==> src/rtl/mmio_io_responder_if.sv <==
// Data-bus signals between the processor (master) and the board I/O responder (slave).
interface mmio_io_responder_if #(
    parameter int DBITS = 32
);
    logic [DBITS-1:0] addr;
    logic             wrEn;
    logic [DBITS-1:0] wrData;
    logic [DBITS-1:0] rdData;
    logic             sel;

    modport master (output addr, output wrEn, output wrData, input rdData, input sel);
    modport slave  (input addr, input wrEn, input wrData, output rdData, output sel);
endinterface

==> src/rtl/mmio_io_responder.sv <==
// Memory-mapped board I/O window: HEX/LEDR/LEDG output registers, debounced KEY/SW
// inputs and a sticky key-press edge register with write-1-to-clear.
module mmio_io_deb_bit #(
    parameter int DEB_CYCLES = 16
) (
    input  logic clk,
    input  logic reset_n,
    input  logic raw_i,
    output logic deb_o,
    output logic rise_o
);
    localparam int CW = $clog2(DEB_CYCLES + 1);

    logic [1:0]    sync_q;
    logic [CW-1:0] cnt_q, cnt_d;
    logic          deb_q, deb_d;

    always_comb begin
        cnt_d = '0;
        deb_d = deb_q;
        if (sync_q[1] != deb_q) begin
            if (cnt_q == CW'(DEB_CYCLES - 1)) deb_d = sync_q[1];
            else                              cnt_d = cnt_q + 1'b1;
        end
    end

    always_ff @(posedge clk or negedge reset_n) begin
        if (!reset_n) begin
            sync_q <= '0;
            cnt_q  <= '0;
            deb_q  <= 1'b0;
        end else begin
            sync_q <= {sync_q[0], raw_i};
            cnt_q  <= cnt_d;
            deb_q  <= deb_d;
        end
    end

    assign deb_o  = deb_q;
    // Fires in the same cycle the debounced bit is about to rise, so edge and state update together.
    assign rise_o = deb_d & ~deb_q;
endmodule

module mmio_io_responder #(
    parameter int               DBITS        = 32,
    parameter logic [DBITS-1:0] ADDR_HEX     = DBITS'(32'hF000_0000),
    parameter logic [DBITS-1:0] ADDR_LEDR    = DBITS'(32'hF000_0004),
    parameter logic [DBITS-1:0] ADDR_LEDG    = DBITS'(32'hF000_0008),
    parameter logic [DBITS-1:0] ADDR_KEY     = DBITS'(32'hF000_0010),
    parameter logic [DBITS-1:0] ADDR_SW      = DBITS'(32'hF000_0014),
    parameter logic [DBITS-1:0] ADDR_KEYEDGE = DBITS'(32'hF000_0018),
    parameter int               DEB_CYCLES   = 16
) (
    input  logic                 clk,
    input  logic                 reset_n,
    mmio_io_responder_if.slave   bus,
    input  logic [9:0]           SW,
    input  logic [3:0]           KEY,
    output logic [9:0]           LEDR,
    output logic [7:0]           LEDG,
    output logic [6:0]           HEX0,
    output logic [6:0]           HEX1,
    output logic [6:0]           HEX2,
    output logic [6:0]           HEX3
);
    localparam int NUM_LANES = 14;

    logic [NUM_LANES-1:0] raw, deb, rise;
    logic [15:0] hex_q, hex_d;
    logic [9:0]  ledr_q, ledr_d;
    logic [7:0]  ledg_q, ledg_d;
    logic [3:0]  edge_q, edge_d;
    logic        hit_hex, hit_ledr, hit_ledg, hit_key, hit_sw, hit_edge;
    logic        unused_wrdata;

    // Lanes 0..9 are switches, 10..13 are keys inverted to 1 = pressed.
    assign raw = {~KEY, SW};

    for (genvar i = 0; i < NUM_LANES; i++) begin : g_deb
        mmio_io_deb_bit #(.DEB_CYCLES(DEB_CYCLES)) u_deb (
            .clk    (clk),
            .reset_n(reset_n),
            .raw_i  (raw[i]),
            .deb_o  (deb[i]),
            .rise_o (rise[i])
        );
    end

    assign hit_hex  = (bus.addr == ADDR_HEX);
    assign hit_ledr = (bus.addr == ADDR_LEDR);
    assign hit_ledg = (bus.addr == ADDR_LEDG);
    assign hit_key  = (bus.addr == ADDR_KEY);
    assign hit_sw   = (bus.addr == ADDR_SW);
    assign hit_edge = (bus.addr == ADDR_KEYEDGE);
    assign unused_wrdata = ^bus.wrData[DBITS-1:16];

    always_comb begin
        hex_d  = hex_q;
        ledr_d = ledr_q;
        ledg_d = ledg_q;
        edge_d = edge_q;
        if (bus.wrEn && hit_hex)  hex_d  = bus.wrData[15:0];
        if (bus.wrEn && hit_ledr) ledr_d = bus.wrData[9:0];
        if (bus.wrEn && hit_ledg) ledg_d = bus.wrData[7:0];
        if (bus.wrEn && hit_edge) edge_d = edge_q & ~bus.wrData[3:0];
        // A new press outranks a simultaneous clear of the same bit.
        edge_d = edge_d | rise[13:10];
    end

    always_ff @(posedge clk or negedge reset_n) begin
        if (!reset_n) begin
            hex_q  <= '0;
            ledr_q <= '0;
            ledg_q <= '0;
            edge_q <= '0;
        end else begin
            hex_q  <= hex_d;
            ledr_q <= ledr_d;
            ledg_q <= ledg_d;
            edge_q <= edge_d;
        end
    end

    always_comb begin
        bus.sel    = hit_hex | hit_ledr | hit_ledg | hit_key | hit_sw | hit_edge;
        bus.rdData = '0;
        if (hit_hex)  bus.rdData = DBITS'(hex_q);
        if (hit_ledr) bus.rdData = DBITS'(ledr_q);
        if (hit_ledg) bus.rdData = DBITS'(ledg_q);
        if (hit_key)  bus.rdData = DBITS'(deb[13:10]);
        if (hit_sw)   bus.rdData = DBITS'(deb[9:0]);
        if (hit_edge) bus.rdData = DBITS'(edge_q);
    end

    function automatic logic [6:0] seg7(input logic [3:0] n);
        case (n)
            4'h0: seg7 = 7'b1000000;
            4'h1: seg7 = 7'b1111001;
            4'h2: seg7 = 7'b0100100;
            4'h3: seg7 = 7'b0110000;
            4'h4: seg7 = 7'b0011001;
            4'h5: seg7 = 7'b0010010;
            4'h6: seg7 = 7'b0000010;
            4'h7: seg7 = 7'b1111000;
            4'h8: seg7 = 7'b0000000;
            4'h9: seg7 = 7'b0010000;
            4'hA: seg7 = 7'b0001000;
            4'hB: seg7 = 7'b0000011;
            4'hC: seg7 = 7'b1000110;
            4'hD: seg7 = 7'b0100001;
            4'hE: seg7 = 7'b0000110;
            default: seg7 = 7'b0001110;
        endcase
    endfunction

    assign HEX0 = seg7(hex_q[3:0]);
    assign HEX1 = seg7(hex_q[7:4]);
    assign HEX2 = seg7(hex_q[11:8]);
    assign HEX3 = seg7(hex_q[15:12]);
    assign LEDR = ledr_q;
    assign LEDG = ledg_q;
endmodule

==> src/flat_wrapper.sv <==
// flat-port wrapper written by rule: the top's interface ports become plain ports
module mmio_io_responder_flat 
#(
    parameter int               DBITS        = 32,
    parameter logic [DBITS-1:0] ADDR_HEX     = DBITS'(32'hF000_0000),
    parameter logic [DBITS-1:0] ADDR_LEDR    = DBITS'(32'hF000_0004),
    parameter logic [DBITS-1:0] ADDR_LEDG    = DBITS'(32'hF000_0008),
    parameter logic [DBITS-1:0] ADDR_KEY     = DBITS'(32'hF000_0010),
    parameter logic [DBITS-1:0] ADDR_SW      = DBITS'(32'hF000_0014),
    parameter logic [DBITS-1:0] ADDR_KEYEDGE = DBITS'(32'hF000_0018),
    parameter int               DEB_CYCLES   = 16
)
  (clk, reset_n, SW, KEY, LEDR, LEDG, HEX0, HEX1, HEX2, HEX3, bus_addr, bus_wrEn, bus_wrData, bus_rdData, bus_sel);
  mmio_io_responder_if #(.DBITS(DBITS)) bus_i ();
  input  logic clk;
  input  logic reset_n;
  input  logic [9:0] SW;
  input  logic [3:0] KEY;
  output logic [9:0] LEDR;
  output logic [7:0] LEDG;
  output logic [6:0] HEX0;
  output logic [6:0] HEX1;
  output logic [6:0] HEX2;
  output logic [6:0] HEX3;
  input wire logic [$bits(bus_i.addr)-1:0] bus_addr;
  input wire logic [$bits(bus_i.wrEn)-1:0] bus_wrEn;
  input wire logic [$bits(bus_i.wrData)-1:0] bus_wrData;
  output wire logic [$bits(bus_i.rdData)-1:0] bus_rdData;
  output wire logic [$bits(bus_i.sel)-1:0] bus_sel;
  assign bus_i.addr = bus_addr;
  assign bus_i.wrEn = bus_wrEn;
  assign bus_i.wrData = bus_wrData;
  assign bus_rdData = bus_i.rdData;
  assign bus_sel = bus_i.sel;
  mmio_io_responder #(.DBITS(DBITS), .ADDR_HEX(ADDR_HEX), .ADDR_LEDR(ADDR_LEDR), .ADDR_LEDG(ADDR_LEDG), .ADDR_KEY(ADDR_KEY), .ADDR_SW(ADDR_SW), .ADDR_KEYEDGE(ADDR_KEYEDGE), .DEB_CYCLES(DEB_CYCLES)) u_core (.clk(clk), .reset_n(reset_n), .bus(bus_i), .SW(SW), .KEY(KEY), .LEDR(LEDR), .LEDG(LEDG), .HEX0(HEX0), .HEX1(HEX1), .HEX2(HEX2), .HEX3(HEX3));
endmodule
==> config.mk <==
export PLATFORM = sky130hd
export DESIGN_NAME = mmio_io_responder_flat
export DESIGN_NICKNAME = d
export VERILOG_FILES = /design/src/rtl/mmio_io_responder_if.sv /design/src/rtl/mmio_io_responder.sv /design/src/flat_wrapper.sv
export SDC_FILE = /design/constraint.sdc
export NUM_CORES = 1
export LEC_CHECK = 0
export CAP_MARGIN = 20
export CORE_ASPECT_RATIO = 0.8
export CORE_MARGIN = 2
export CORE_UTILIZATION = 55
export DETAILED_ROUTE_END_ITERATION = 8
export PLACE_DENSITY = 0.9
export SLEW_MARGIN = 20
export SYNTH_ARGS = -nofsm -noshare
export SYNTH_HDL_FRONTEND = slang
export SYNTH_SLANG_ARGS = --single-unit
==> constraint.sdc <==
create_clock -name clk -period 5.4 [get_ports clk]
set_clock_uncertainty 0.1 [all_clocks]
set_input_delay 1.08 -clock clk [delete_from_list [all_inputs] [get_ports clk]]
set_output_delay 1.08 -clock clk [all_outputs]
set_load 0.005 [all_outputs]
==> qor.csv <==
metric,value,unit
yosys_warnings,0,
layout-drive-gt1-share,0.1093,
die_area,14320,um2
htree_levels,4,
synth_top_area_cell,dfrtp_1,
insertedDiodeCount,0,
setup_total_negative_slack,0,ps
post_synth_main_area_contributors,"dfrtp_1 51%, ha_1 6.5%, mux2_2 5.5%, xor2_1 5.0%, nor2_1 3.4%",
async_flop_share,1.000,
fp-row-count,37,
die_height,107.4,um
cts_hold_buf,0,
final_net_count,912,
critical_path_arrival,3460,ps
criticalPathCategory,in -> out,
hold_violations,0,
max_freq,215.5,MHz
tritoncts,done,
die_w,133.3,um
grt_pass1_vias,5895,
count_of_buffering_cells_on_the_critical_path_with_inverters_included,2,
total_leakage_power,4.379,nW
root_buffer_cell,clkbuf_16,
grtUsageTotal,0.2626,
multi_input_comb_area,3376,um2
layout_setup_ws,759.0,ps
regArea,3754,um2
grt.overflow.total,0,
cts_buffer_depth,2,
synth_cell_type_count,48,
synth-seq-area-share,0.5104,
drt.antenna.violating_nets,0,
gate_count_after_technology_mapping,657,
path_delay_family,simple AND/OR/NAND/NOR gates,
dr_total_vias,5602,
max_cap_violations,0,
post-cts-setup-buffer-count,0,
synth_enable_flop_cells,0,
synthFlopType,dfrtp_1,
cts_resized,0,
result_of_the_run,"finished, final reports clean",
max_slew_vio_count,0,
dr.pass1.iters,5,
most_frequent_cells_in_the_layout,"150 x dfrtp_1, 126 x clkdlybuf4s50_1, 67 x nor2_1",
design.core.area,12960,um2
finalCriticalPeriod,4641,ps
drt_drc_violations_left,0,
worstSkewPairLatency,420,ps
hold_path_class,reg -> reg,
timing.critical_path.mode_cell,clkdlybuf4s50_1,
report.final.setup_viol,0,
number_of_antenna_violations_at_the_first_check_in_global_routing,0,
worst_slew_pin_slew,1030,ps
drt-wirelength-per-cell,18.12,um
flow.area_growth_from_synthesis,27.48,%
grt_pass1_wl,29080,um
globalplace.congestion,0.8386,
nFillCells,843,
power.ir.vdd_worst,213.7,uV
viasPerCell,5.716,
synth_area,7355,um2
detail_route.iter0.violations,444,
wl,17760,um
io_pins,160,
worst_path_largest_cell_delay,570,ps
floorplan.initialDensity,0.5674,
worst_slew_margin_rel,0.3080,
synth_top_area_frac,0.5104,
port-buffer-count,127,
power-per-cell-area,271.2,nW/um2
grt_start_max_net_pins,111,
postSynthAreaPerCell,11.19,um2
cts_inserted_buffers,17,
rsz_0062_raised_after_global_routing,no,
path_clk_slew,60,ps
dp.final_hpwl,12150,um
critPathSlowestCell,clkdlybuf4s50_1,
crit_path_cell_trace,"clkdlybuf4s50_1, nor3_2, and3_1, a22oi_1, nor2_1, clkdlybuf4s50_1",
tcrit_tclk_final,0.8594,
critical_path_required,4220,ps
preCtsSetupSlack,792.3,ps
synth-seq-cells,150,
cts_num_sinks,150,
critPathLaunchType,input pin,
path_max_fanout,7,
critical_path.endpoint_type,output pin,
most_common_cell_after_layout_fill_and_taps_aside,dfrtp_1,
[cell usage after synthesis (all sizes together), types with 3 or more instances]
library cell and n:
nand3b 4, buf 19, ha 38, nand3 31, nand2 23, mux2 46, o31ai 7, clkbuf 15
a21oi 14, a22oi 7, dfrtp 150, nor2 67, and3 22, xor2 42, and2 22, inv 24
nor2b 8, nor4b 4, nor3 5, o2bb2ai 10, o41ai 3, nand2b 4, o21ai 39, mux2i 20
nand4 6, nor4 7
[report_power, final]
| part | internal (W) | total [W] | switching [W] |
|---|---|---|---|
| clock | 0.000735 | 0.00120 | 0.000462 |
| combinational | 0.0000747 | 0.000157 | 0.0000827 |
| sequential | 0.00116 | 0.00119 | 0.0000271 |
[logic make-up (layout without fill, tap and decap cells)]
| logic type | count (synthesis) | in the layout | synth area share |
|---|---|---|---|
| AND/OR/NAND/NOR | 209 | 209 | 0.1552 |
| flip-flops | 150 | 150 | 0.5104 |
| AO/OA/AOI/OAI | 92 | 92 | 0.07945 |
| multiplexers | 67 | 67 | 0.1007 |
| buffers and inverters | 58 | 191 | 0.03913 |
| XOR/XNOR | 42 | 42 | 0.05002 |
| adder cells (fa/ha/maj) | 38 | 38 | 0.06465 |
| other | 1 | 16 | 0.0005099 |
[metal layers]
| metal | global-route usage | vias up | wire, um | part of all wire |
|---|---|---|---|---|
| li1 | - | 2533 | - | - |
| met1 | 0.3170 | 2763 | 7053 | 0.40 |
| met2 | 0.4577 | 264 | 8996 | 0.51 |
| met3 | 0.06121 | 42 | 1267 | 0.071 |
| met4 | 0.1071 | 0 | 441 | 0.025 |
| met5 | 0 | - | 0 | 0 |
[sequential cells by signal, indices dropped and copies added (netlist names)]
name	flops
u_core.LEDG	8
u_core.LEDR	10
u_core.edge_q	4
u_core.g_deb.u_deb.cnt_q	70
u_core.g_deb.u_deb.deb_o	14
u_core.g_deb.u_deb.sync_q	28
u_core.hex_q	16
[worst paths after layout]
kind,from,endpoint,slack (ps),cells past startpoint
max,bus_addr[1],bus_rdData[6],760,6
min,u_core.g_deb[0].u_deb.sync_q[0]$_DFF_PN0_,u_core.g_deb[0].u_deb.sync_q[1]$_DFF_PN0_,250,0
max reg2reg,u_core.g_deb[4].u_deb.cnt_q[0]$_DFF_PN0_,u_core.g_deb[4].u_deb.cnt_q[3]$_DFF_PN0_,3880,4
min reg2reg,u_core.g_deb[0].u_deb.sync_q[0]$_DFF_PN0_,u_core.g_deb[0].u_deb.sync_q[1]$_DFF_PN0_,250,0
max in group asynchronous,reset_n,u_core.g_deb[1].u_deb.cnt_q[1]$_DFF_PN0_,3410,2
min in group asynchronous,reset_n,u_core.g_deb[0].u_deb.sync_q[0]$_DFF_PN0_,690,1
[metrics by stage]
stage / instances / utilization / hold slack [ps] / instance area (um2) / power (W)
3_3_place_gp: 949 / 0.6772 / 233.5 / 8778 / 0.001344
2_1_floorplan: 672 / - / 231.2 / 7411 / 0.001266
5_1_grt: 980 / 0.7233 / 253.4 / 9375 / 0.002618
4_1_cts: 980 / 0.7233 / 247.7 / 9375 / 0.002548
3_5_place_dp: 949 / 0.6772 / 234.7 / 8778 / 0.001360
6_report: 980 / 0.7233 / 246.6 / 9375 / 0.002542
[worst reg2reg max path, cell delays in order, from the launching register on]
cell and delay [ps]:
dfrtp_1 400, ha_1 210, nand3_1 120, o21ai_0 440, nor2_1 120
[final cells by class]
type	count	area share
sequential	150	0.4004
clock buffer	19	0.04724
tap	175	0.02336
inverter	24	0.009609
timing repair buffer	136	0.1429
clock inverter	12	0.01642
multi-input combinational	464	0.3601
Note: power is estimated with default switching activity, not from simulation.
